## config.mk

```make
export PLATFORM = sky130hd
export DESIGN_NAME = muldiv_sequencer
export DESIGN_NICKNAME = d
export VERILOG_FILES = /design/src/rtl/muldiv_pkg.sv /design/src/rtl/muldiv_step.sv /design/src/rtl/muldiv_sequencer.sv
export SDC_FILE = /design/constraint.sdc
export NUM_CORES = 1
export LEC_CHECK = 0
export CORE_UTILIZATION = 55
export CTS_CLUSTER_SIZE = 12
export DETAILED_ROUTE_END_ITERATION = 6
export PLACE_DENSITY_LB_ADDON = 0.12
export RECOVER_POWER = 50
export SYNTH_ARGS = -nofsm -noshare
export SYNTH_HDL_FRONTEND = slang
export SYNTH_SLANG_ARGS = --single-unit
```

## constraint.sdc

```tcl
create_clock -name clk -period 10.51 [get_ports clk]
set_clock_uncertainty 0.1 [all_clocks]
set_input_delay 2.6275 -clock clk [delete_from_list [all_inputs] [get_ports clk]]
set_output_delay 2.6275 -clock clk [all_outputs]
set_load 0.02 [all_outputs]
```

## src/rtl/muldiv_pkg.sv

```systemverilog
// Shared definitions for the iterative multiply/divide unit.
// Used by the sequencer, its step logic and the EX/WB HI/LO decode.
package muldiv_pkg;

    localparam int WIDTH = 32;

    typedef enum logic [1:0] {
        IDLE,
        RUN,
        FIX,
        DONE
    } state_t;

    // HI write-data source as decoded by EX and writeback
    typedef enum logic [1:0] {
        HI_SEL_DIV_R,
        HI_SEL_MUL_HI,
        HI_SEL_RS
    } hi_sel_t;

    // LO write-data source as decoded by EX and writeback
    typedef enum logic [1:0] {
        LO_SEL_DIV_Q,
        LO_SEL_MUL_LO,
        LO_SEL_RS
    } lo_sel_t;

endpackage

```

## src/rtl/muldiv_step.sv

```systemverilog
// One shift-add (multiply) or restoring shift-subtract (divide)
// iteration over the {acc/rem, mplier/dvd} register pair.
module muldiv_step
    import muldiv_pkg::*;
#(
    parameter int WIDTH = muldiv_pkg::WIDTH
) (
    input  logic             op_div,
    input  logic [WIDTH-1:0] acc,
    input  logic [WIDTH-1:0] low,
    input  logic [WIDTH-1:0] opnd,
    output logic [WIDTH-1:0] acc_nx,
    output logic [WIDTH-1:0] low_nx
);

    logic [WIDTH-1:0] addend;
    logic [WIDTH:0]   sum;
    logic [WIDTH:0]   rem_sh;
    logic [WIDTH:0]   diff;

    // Single iteration; 33-bit sum/remainder keep the carry out
    always_comb begin
        addend = low[0] ? opnd : '0;
        sum    = {1'b0, acc} + {1'b0, addend};
        rem_sh = {acc, low[WIDTH-1]};
        diff   = rem_sh - {1'b0, opnd};
        acc_nx = sum[WIDTH:1];
        low_nx = {sum[0], low[WIDTH-1:1]};
        if (op_div) begin
            if (rem_sh >= {1'b0, opnd}) begin
                acc_nx = diff[WIDTH-1:0];
                low_nx = {low[WIDTH-2:0], 1'b1};
            end else begin
                acc_nx = rem_sh[WIDTH-1:0];
                low_nx = {low[WIDTH-2:0], 1'b0};
            end
        end
    end

endmodule

```

## src/rtl/muldiv_sequencer.sv

```systemverilog
// Iterative MULT/MULTU/DIV/DIVU controller for the EX stage.
// Stalls the pipe while running and pulses done with HI/LO results.
module muldiv_sequencer
    import muldiv_pkg::*;
#(
    parameter int WIDTH = muldiv_pkg::WIDTH
) (
    input  logic             clk,
    input  logic             rst,
    input  logic             start,
    input  logic             op_div,
    input  logic             sign,
    input  logic [WIDTH-1:0] a,
    input  logic [WIDTH-1:0] b,
    input  logic             flush,
    output logic             stall_out,
    output logic             busy_out,
    output logic             done_out,
    output logic [WIDTH-1:0] hi_out,
    output logic [WIDTH-1:0] lo_out
);

    localparam int CW = $clog2(WIDTH);
    localparam logic [CW-1:0] CNT_TOP = CW'(WIDTH - 1);

    state_t           state, state_nx;
    logic [CW-1:0]    cnt;
    logic             op_div_r;
    logic             neg_q;
    logic             neg_r;
    logic             dz;
    logic [WIDTH-1:0] a_raw;
    logic [WIDTH-1:0] acc;
    logic [WIDTH-1:0] low;
    logic [WIDTH-1:0] opnd;
    logic [WIDTH-1:0] acc_nx;
    logic [WIDTH-1:0] low_nx;
    logic [WIDTH-1:0] a_mag;
    logic [WIDTH-1:0] b_mag;
    logic             load;
    logic             fix;

    logic [2*WIDTH-1:0] prod;
    logic [WIDTH-1:0]   quo;
    logic [WIDTH-1:0]   rem;

    assign a_mag = (sign && a[WIDTH-1]) ? (~a + 1'b1) : a;
    assign b_mag = (sign && b[WIDTH-1]) ? (~b + 1'b1) : b;

    assign busy_out = (state != IDLE);
    assign done_out = (state == DONE);

    // Sign fix-up of the raw magnitude results
    always_comb begin
        prod = {acc, low};
        quo  = low;
        rem  = acc;
        if (neg_q) begin
            prod = ~prod + 1'b1;
            quo  = ~quo + 1'b1;
        end
        if (neg_r) begin
            rem = ~rem + 1'b1;
        end
    end

    // Next state, launch/fix enables and pipeline stall
    always_comb begin
        state_nx  = state;
        stall_out = 1'b0;
        load      = 1'b0;
        fix       = 1'b0;
        unique case (state)
            IDLE: begin
                if (start && !flush) begin
                    state_nx  = RUN;
                    load      = 1'b1;
                    stall_out = 1'b1;
                end
            end
            RUN: begin
                stall_out = 1'b1;
                if (cnt == '0) begin
                    state_nx = FIX;
                end
            end
            FIX: begin
                stall_out = 1'b1;
                fix       = !flush;
                state_nx  = DONE;
            end
            DONE: begin
                state_nx = IDLE;
            end
            default: begin
                state_nx = IDLE;
            end
        endcase
        if (flush) begin
            state_nx = IDLE;
        end
    end

    // State register
    always_ff @(posedge clk or negedge rst) begin
        if (!rst) begin
            state <= IDLE;
        end else begin
            state <= state_nx;
        end
    end

    // Operand latch, iteration and result registers
    always_ff @(posedge clk or negedge rst) begin
        if (!rst) begin
            cnt      <= '0;
            op_div_r <= 1'b0;
            neg_q    <= 1'b0;
            neg_r    <= 1'b0;
            dz       <= 1'b0;
            a_raw    <= '0;
            acc      <= '0;
            low      <= '0;
            opnd     <= '0;
            hi_out   <= '0;
            lo_out   <= '0;
        end else if (load) begin
            cnt      <= CNT_TOP;
            op_div_r <= op_div;
            neg_q    <= sign & (a[WIDTH-1] ^ b[WIDTH-1]);
            neg_r    <= sign & a[WIDTH-1];
            dz       <= op_div && (b == '0);
            a_raw    <= a;
            acc      <= '0;
            low      <= op_div ? a_mag : b_mag;
            opnd     <= op_div ? b_mag : a_mag;
        end else if (state == RUN) begin
            cnt <= cnt - 1'b1;
            acc <= acc_nx;
            low <= low_nx;
        end else if (fix) begin
            if (!op_div_r) begin
                hi_out <= prod[2*WIDTH-1:WIDTH];
                lo_out <= prod[WIDTH-1:0];
            end else if (dz) begin
                hi_out <= a_raw;
                lo_out <= '1;
            end else begin
                hi_out <= rem;
                lo_out <= quo;
            end
        end
    end

    muldiv_step #(
        .WIDTH(WIDTH)
    ) u_step (
        .op_div(op_div_r),
        .acc   (acc),
        .low   (low),
        .opnd  (opnd),
        .acc_nx(acc_nx),
        .low_nx(low_nx)
    );

endmodule

```

==> results of run 1 <==
area by class of cell:
cell class | instances | area (um2)
diodes | 2 | 5.00
well taps | 390 | 488
flip-flops and latches | 203 | 5080
inverters | 74 | 278
fillers | 2722 | 10800
multi-input cells | 1773 | 10900
clock inverters | 10 | 135
repair buffers | 151 | 1470
clock buffers | 35 | 723
cell usage after synthesis, drive strengths merged, types with 35 or more instances:
cell type | n | area, um2
ha | 74 | 926
nand2 | 339 | 1270
o21ai | 226 | 1130
nor2 | 201 | 754
a21o | 36 | 270
clkbuf | 116 | 437
nor3 | 36 | 191
a21oi | 209 | 1050
o211ai | 54 | 405
dfrtp | 203 | 5080
inv | 74 | 278
xnor2 | 86 | 753
xor2 | 103 | 902
a31oi | 35 | 219
mux2i | 53 | 531
power breakdown:
group,leakage (uW),switching [uW],internal (uW)
combinational,0.00533,2280,1610
sequential,0.00248,604,1140
clock,0.000423,354,552
total,0.00823,3240,3300
sequential cells by signal, summed over array words and instances, names as in the netlist:
register,cells
lo_out,32
dz,1
op_div_r,1
state,2
hi_out,32
neg_q,1
neg_r,1
low,32
a_raw,32
cnt,5
opnd,32
acc,32
critical path, delay by kind of cell:
family	cells	cell delay [ns]
buffers and inverters	4	4.33
AOI/OAI and AO/OA	1	0.15
and+or+nand+nor	5	0.91
routing by layer:
metal,wire length (um),share of wire (%),vias to the layer above
li1,-,-,7808
met1,25300,44,7998
met2,25200,43,820
met3,4780,8.2,130
met4,2820,4.8,0
met5,0,0,-
kinds of logic after synthesis:
family | synth area share [%]
AOI/OAI and AO/OA | 24.2
xor gates and xnor gates | 9.84
and+or+nand+nor | 20.7
buffers and inverters | 5.39
adders and majority gates | 5.74
DFF | 30.2
muxes | 3.96
worst paths after layout:
kind / start / to / cells after the start
max: start / lo_out[15] / 10
min: hi_out[8] / hi_out[8] / 2
max reg2reg: state[1] / lo_out[15] / 11
min reg2reg: hi_out[8] / hi_out[8] / 2
max in group asynchronous: rst / neg_q / 2
min in group asynchronous: rst / hi_out[17] / 1
layout by cell type (no fill, tap or decap), types with 8 or more instances in the layout:
master	n
a21o_1	36
a21oi_1	209
a31oi_1	35
and2_1	11
and3_1	9
buf_4	14
clkbuf_16	25
clkdlybuf4s50_1	112
dfrtp_1	201
dlygate4sd3_1	22
ha_1	73
inv_1	73
mux2_2	12
mux2i_1	53
nand2_1	338
nand2b_1	14
nand3_1	21
nand3b_1	9
nand4_1	12
nor2_1	199
nor2b_1	24
nor3_1	35
nor4_1	14
o211ai_1	54
o21a_1	8
o21ai_0	225
o21bai_1	10
o221ai_1	9
o31ai_1	23
o41ai_1	9
or2_2	11
or3_1	18
or4_1	18
xnor2_1	86
xor2_1	103
stage by stage:
step	util, %	area, um2	total power [uW]	instances	setup slack [ns]
after floorplan	-	16800	4330	2196	4.12
after global placement	60.9	18200	5480	2590	3.72
after detailed placement	60.9	18200	5540	2590	3.74
after CTS	63.7	19000	6470	2635	3.73
after global routing	63.8	19000	7000	2637	2.29
final	63.8	19000	6540	2638	2.80
==> results.json, run 1 <==
{
  "outcome": "finished, violations left",
  "violations": "capacitance limit, slew limit",
  "final_nets": 2374,
  "drt_wl_total_mm": 58.2,
  "worstMarginPinSlew_ns": 4.45,
  "cp_slowest_cell": "clkbuf_1",
  "crit_path_max_fanout": 101,
  "crit_chain": "dlygate4sd3_1, nand2_1, nor2_4, clkbuf_1, nor2_1, nand3b_1, buf_4, nor2_2, buf_8, a21oi_1",
  "cpPeakStageDelay_ns": 3.10,
  "power-per-cell-area_mw_per_mm2": 343,
  "grt_use_met2_pct": 56.1,
  "finalCriticalPeriod_ns": 7.71,
  "top_usage_layer": "met2",
  "yosys_most_used_dff": "dfrtp_1",
  "synth_fp_nets": 2342,
  "cap_violations": 3,
  "fmax_mhz": 130,
  "first_iter_violations": 1666,
  "grt_start_max_net_pins": 115,
  "grt_first_pass_wirelength_mm": 89.5,
  "slew-limit-headroom_pct": -197,
  "cts_buffers": 25,
  "cts-root-buf": "clkbuf_16",
  "die_w_um": 177,
  "synth-seq-cells": 203,
  "hold_path.class": "register to register",
  "cts_buffer_depth": 3,
  "drive_above_1_share_pct": 4.72,
  "post-route-period-util_pct": 73.4,
  "use_met1_pct": 52.9,
  "ir_drop_v": 0.000292,
  "insertion_delay_ns": 0.54,
  "synth_cell_types": 84,
  "area_growth_pct": 13.3,
  "crit_arrival_ns": 8.07,
  "yosysWarnings": 0,
  "start_kind": "input pin",
  "dp_hpwl_mm": 43.1,
  "drt_pass1_iterations": 7,
  "die_y_um": 177,
  "grt_pass1_vias": 15448,
  "clock_sinks": 203,
  "critPathRequiredTime_ns": 10.87,
  "grtUsageTotal_pct": 37.1,
  "hold_buffers": 0,
  "vias": 16756,
  "row_count": 63,
  "antenna_found_initial": 1,
  "path_class": "input pin to register",
  "timing.hold.ws_ns": 0.372,
  "gp_congestion": 1.04,
  "syn_inst": 2196,
  "syn_area_mm2": 0.0168,
  "grt.overflow.total": 0,
  "leakage_uw": 0.00823,
  "cts_max_level": 1,
  "core_area_mm2": 0.0299,
  "vias_per_cell": 6.35,
  "ios": 137,
  "ff2ff_setup_slack_ns": 4.71,
  "seq_area_frac_synth_pct": 30.2,
  "rsz0062_at_grt": "false",
  "end_kind": "register",
  "syn_area_per_cell_um2": 7.66,
  "tns_ns": 0,
  "drc": 0,
  "grt_use_met3_pct": 4.57,
  "die-area_mm2": 0.0313,
  "hold_violations": 0,
  "synth_edf_count": 0,
  "async_reset_ff_share_pct": 100,
  "antenna_left": 0,
  "portBuffers": 136,
  "initial_core_util_pct": 56.3,
  "postCtsSetupRepairBufs": 0,
  "path_clk_slew_ns": 0.06,
  "slew_viol_final": 189,
  "cts-resized-gates": 0,
  "detail_route.wl_per_cell_um": 22.1,
  "finalSetupViolCount": 0,
  "tritoncts": "done"
}
(Power assumes the default switching activity.)
==> run 2: changes to the inputs <==
- CORE_UTILIZATION: 55 -> 54
- clock period: 10.51 -> 6.8 ns (I/O delays scaled with it)
==> run 2 against run 1 <==
  * Non-clock buffer count rose by 1
  * Sequential cell count did not move
  * Hold slack improved by 0.0072 ns
  * Die area is 1.8% higher
  * First-iteration DRC count down 1.5%
  * The run still ends with capacitance limit, slew limit left
  * Highest routed layer unchanged
  * Largest power group unchanged
==> results.json, run 2 (synthesis results as in run 1) <==
{
  "ir_drop_v": 0.000312,
  "switching_share_pct": 49.2,
  "cap_violations": 2,
  "grt.overflow.total": 0,
  "tns_ns": 0,
  "grt_first_pass_wirelength_mm": 87.6,
  "drc": 0,
  "vias": 16726,
  "gp_congestion": 0.967,
  "drt_wl_total_mm": 57.2,
  "outcome": "finished, violations left",
  "pwr-share-clk_pct": 14.4,
  "hold_buffers": 0,
  "leakage_uw": 0.00827,
  "cts-resized-gates": 0,
  "cts_max_level": 1,
  "fill_cells": 2752,
  "fin_cells": 2647,
  "slew-limit-headroom_pct": -84.1,
  "grt_pass1_vias": 15307,
  "internal_power_uw": 5130,
  "drive_above_1_share_pct": 4.93,
  "comb_power_share_pct": 59.3,
  "die-area_mm2": 0.0319,
  "slew_viol_final": 93,
  "cts-root-buf": "clkbuf_16",
  "postCtsSetupRepairBufs": 0,
  "hold_path.class": "register to register",
  "finalCriticalPeriod_ns": 5.61,
  "layout_common_cells": "nand2_1 (338), o21ai_0 (225), a21oi_1 (209)",
  "worstMarginPinSlew_ns": 2.76,
  "critPathRequiredTime_ns": 7.12,
  "antenna_left": 0,
  "portBuffers": 136,
  "layout_commonest_cell": "nand2_1",
  "seq_area_mm2": 0.00508,
  "grt_start_max_net_pins": 124,
  "clock_sinks": 203,
  "grtUsageTotal_pct": 36.1,
  "die_w_um": 178,
  "area_growth_pct": 13.7,
  "multi_input_area_mm2": 0.0109,
  "row_count": 64,
  "rsz0062_at_grt": "false",
  "violations": "capacitance limit, slew limit",
  "first_iter_violations": 1641,
  "fmax_mhz": 178,
  "initial_core_util_pct": 55.0,
  "vias_per_cell": 6.32,
  "core_area_mm2": 0.0306,
  "path_class": "input pin to register",
  "drt_pass1_iterations": 5,
  "seq_power_share_pct": 26.3,
  "hold_violations": 0,
  "start_kind": "input pin",
  "ios": 137,
  "tritoncts": "done",
  "end_kind": "register",
  "insertion_delay_ns": 0.54,
  "dp_hpwl_mm": 42.5,
  "finalSetupViolCount": 0,
  "antenna_found_initial": 0,
  "final_nets": 2376,
  "crit_arrival_ns": 5.93,
  "power_switching_uw": 4960,
  "post-route-period-util_pct": 82.5,
  "detail_route.wl_per_cell_um": 21.6,
  "crit_path_max_fanout": 46,
  "path_clk_slew_ns": 0.06,
  "die_y_um": 178,
  "cts_buffer_depth": 3,
  "cts_buffers": 26,
  "placedCellCount": 2598,
  "power-per-cell-area_mw_per_mm2": 528
}
==> run 2: cell types whose count changed in the layout (fill, tap and decap cells not counted), sizes merged <==
cell	before	now
buf	15	16
clkbuf	37	36
clkinv	5	8
clkinvlp	1	2
diode	2	1
==> run 2: power groups by stage <==
stage                     sequential [uW]  clock, uW  combinational, uW
after floorplan                      2360          0               4340
after global placement               2610          0               5820
after detailed placement             2640          0               5890
after CTS                            2620       1470               5930
after global routing                 2710       1510               6610
final                                2660       1450               5980
==> run 2: metal layers <==
layer | share of wire, % | global-route usage [%] | vias up
met1 | 43 | 50.7 | 7970
met4 | 5.4 | 18.0 | 0
met3 | 8.8 | 5.69 | 139
li1 | - | - | 7816
met2 | 43 | 53.4 | 801
met5 | 0 | 0 | -
==> run 2: path summary, 6_finish.rpt <==
| path | start | endpoint | slack (ns) | depth (start not counted) |
|---|---|---|---|---|
| hold reg to reg | hi_out[14] | hi_out[14] | 0.38 | 2 |
| min in group asynchronous | rst | hi_out[22] | 1.08 | 1 |
| max in group asynchronous | rst | op_div_r | 4.30 | 2 |
| hold / removal | hi_out[14] | hi_out[14] | 0.38 | 2 |
| setup reg to reg | acc[2] | acc[12] | 1.99 | 12 |
| setup / recovery | start | hi_out[21] | 1.19 | 8 |
==> run 2: cell type report <==
cell class | count | share of cell area [%]
Antenna cell | 1 | 0.0131
Clock buffer | 34 | 3.88
Clock inverter | 14 | 0.864
Inverter | 74 | 1.45
Multi-Input combinational cell | 1773 | 56.8
Sequential cell | 203 | 26.6
Tap cell | 396 | 2.59
Timing Repair Buffer | 152 | 7.80
==> run 2: stage by stage <==
| stage | setup slack (ns) | cell area [um2] | hold WS [ns] | utilization [%] | power, uW |
|---|---|---|---|---|---|
| final | 1.19 | 19100 | 0.379 | 62.5 | 10100 |
| after CTS | 1.61 | 19100 | 0.379 | 62.5 | 10000 |
| after floorplan | 2.26 | 16800 | 0.340 | - | 6700 |
| after global placement | 1.65 | 18200 | 0.360 | 59.6 | 8430 |
| after global routing | 0.883 | 19100 | 0.398 | 62.5 | 10800 |
| after detailed placement | 1.62 | 18200 | 0.364 | 59.6 | 8520 |
==> run 2: critical path: stages <==
cell	delay (ns)
dlygate4sd3_1	0.56
nand2_1	0.09
nor2_1	0.19
nor4b_2	0.26
clkbuf_1	1.70
nand2_1	0.84
a21oi_1	0.43
nor2_1	0.07
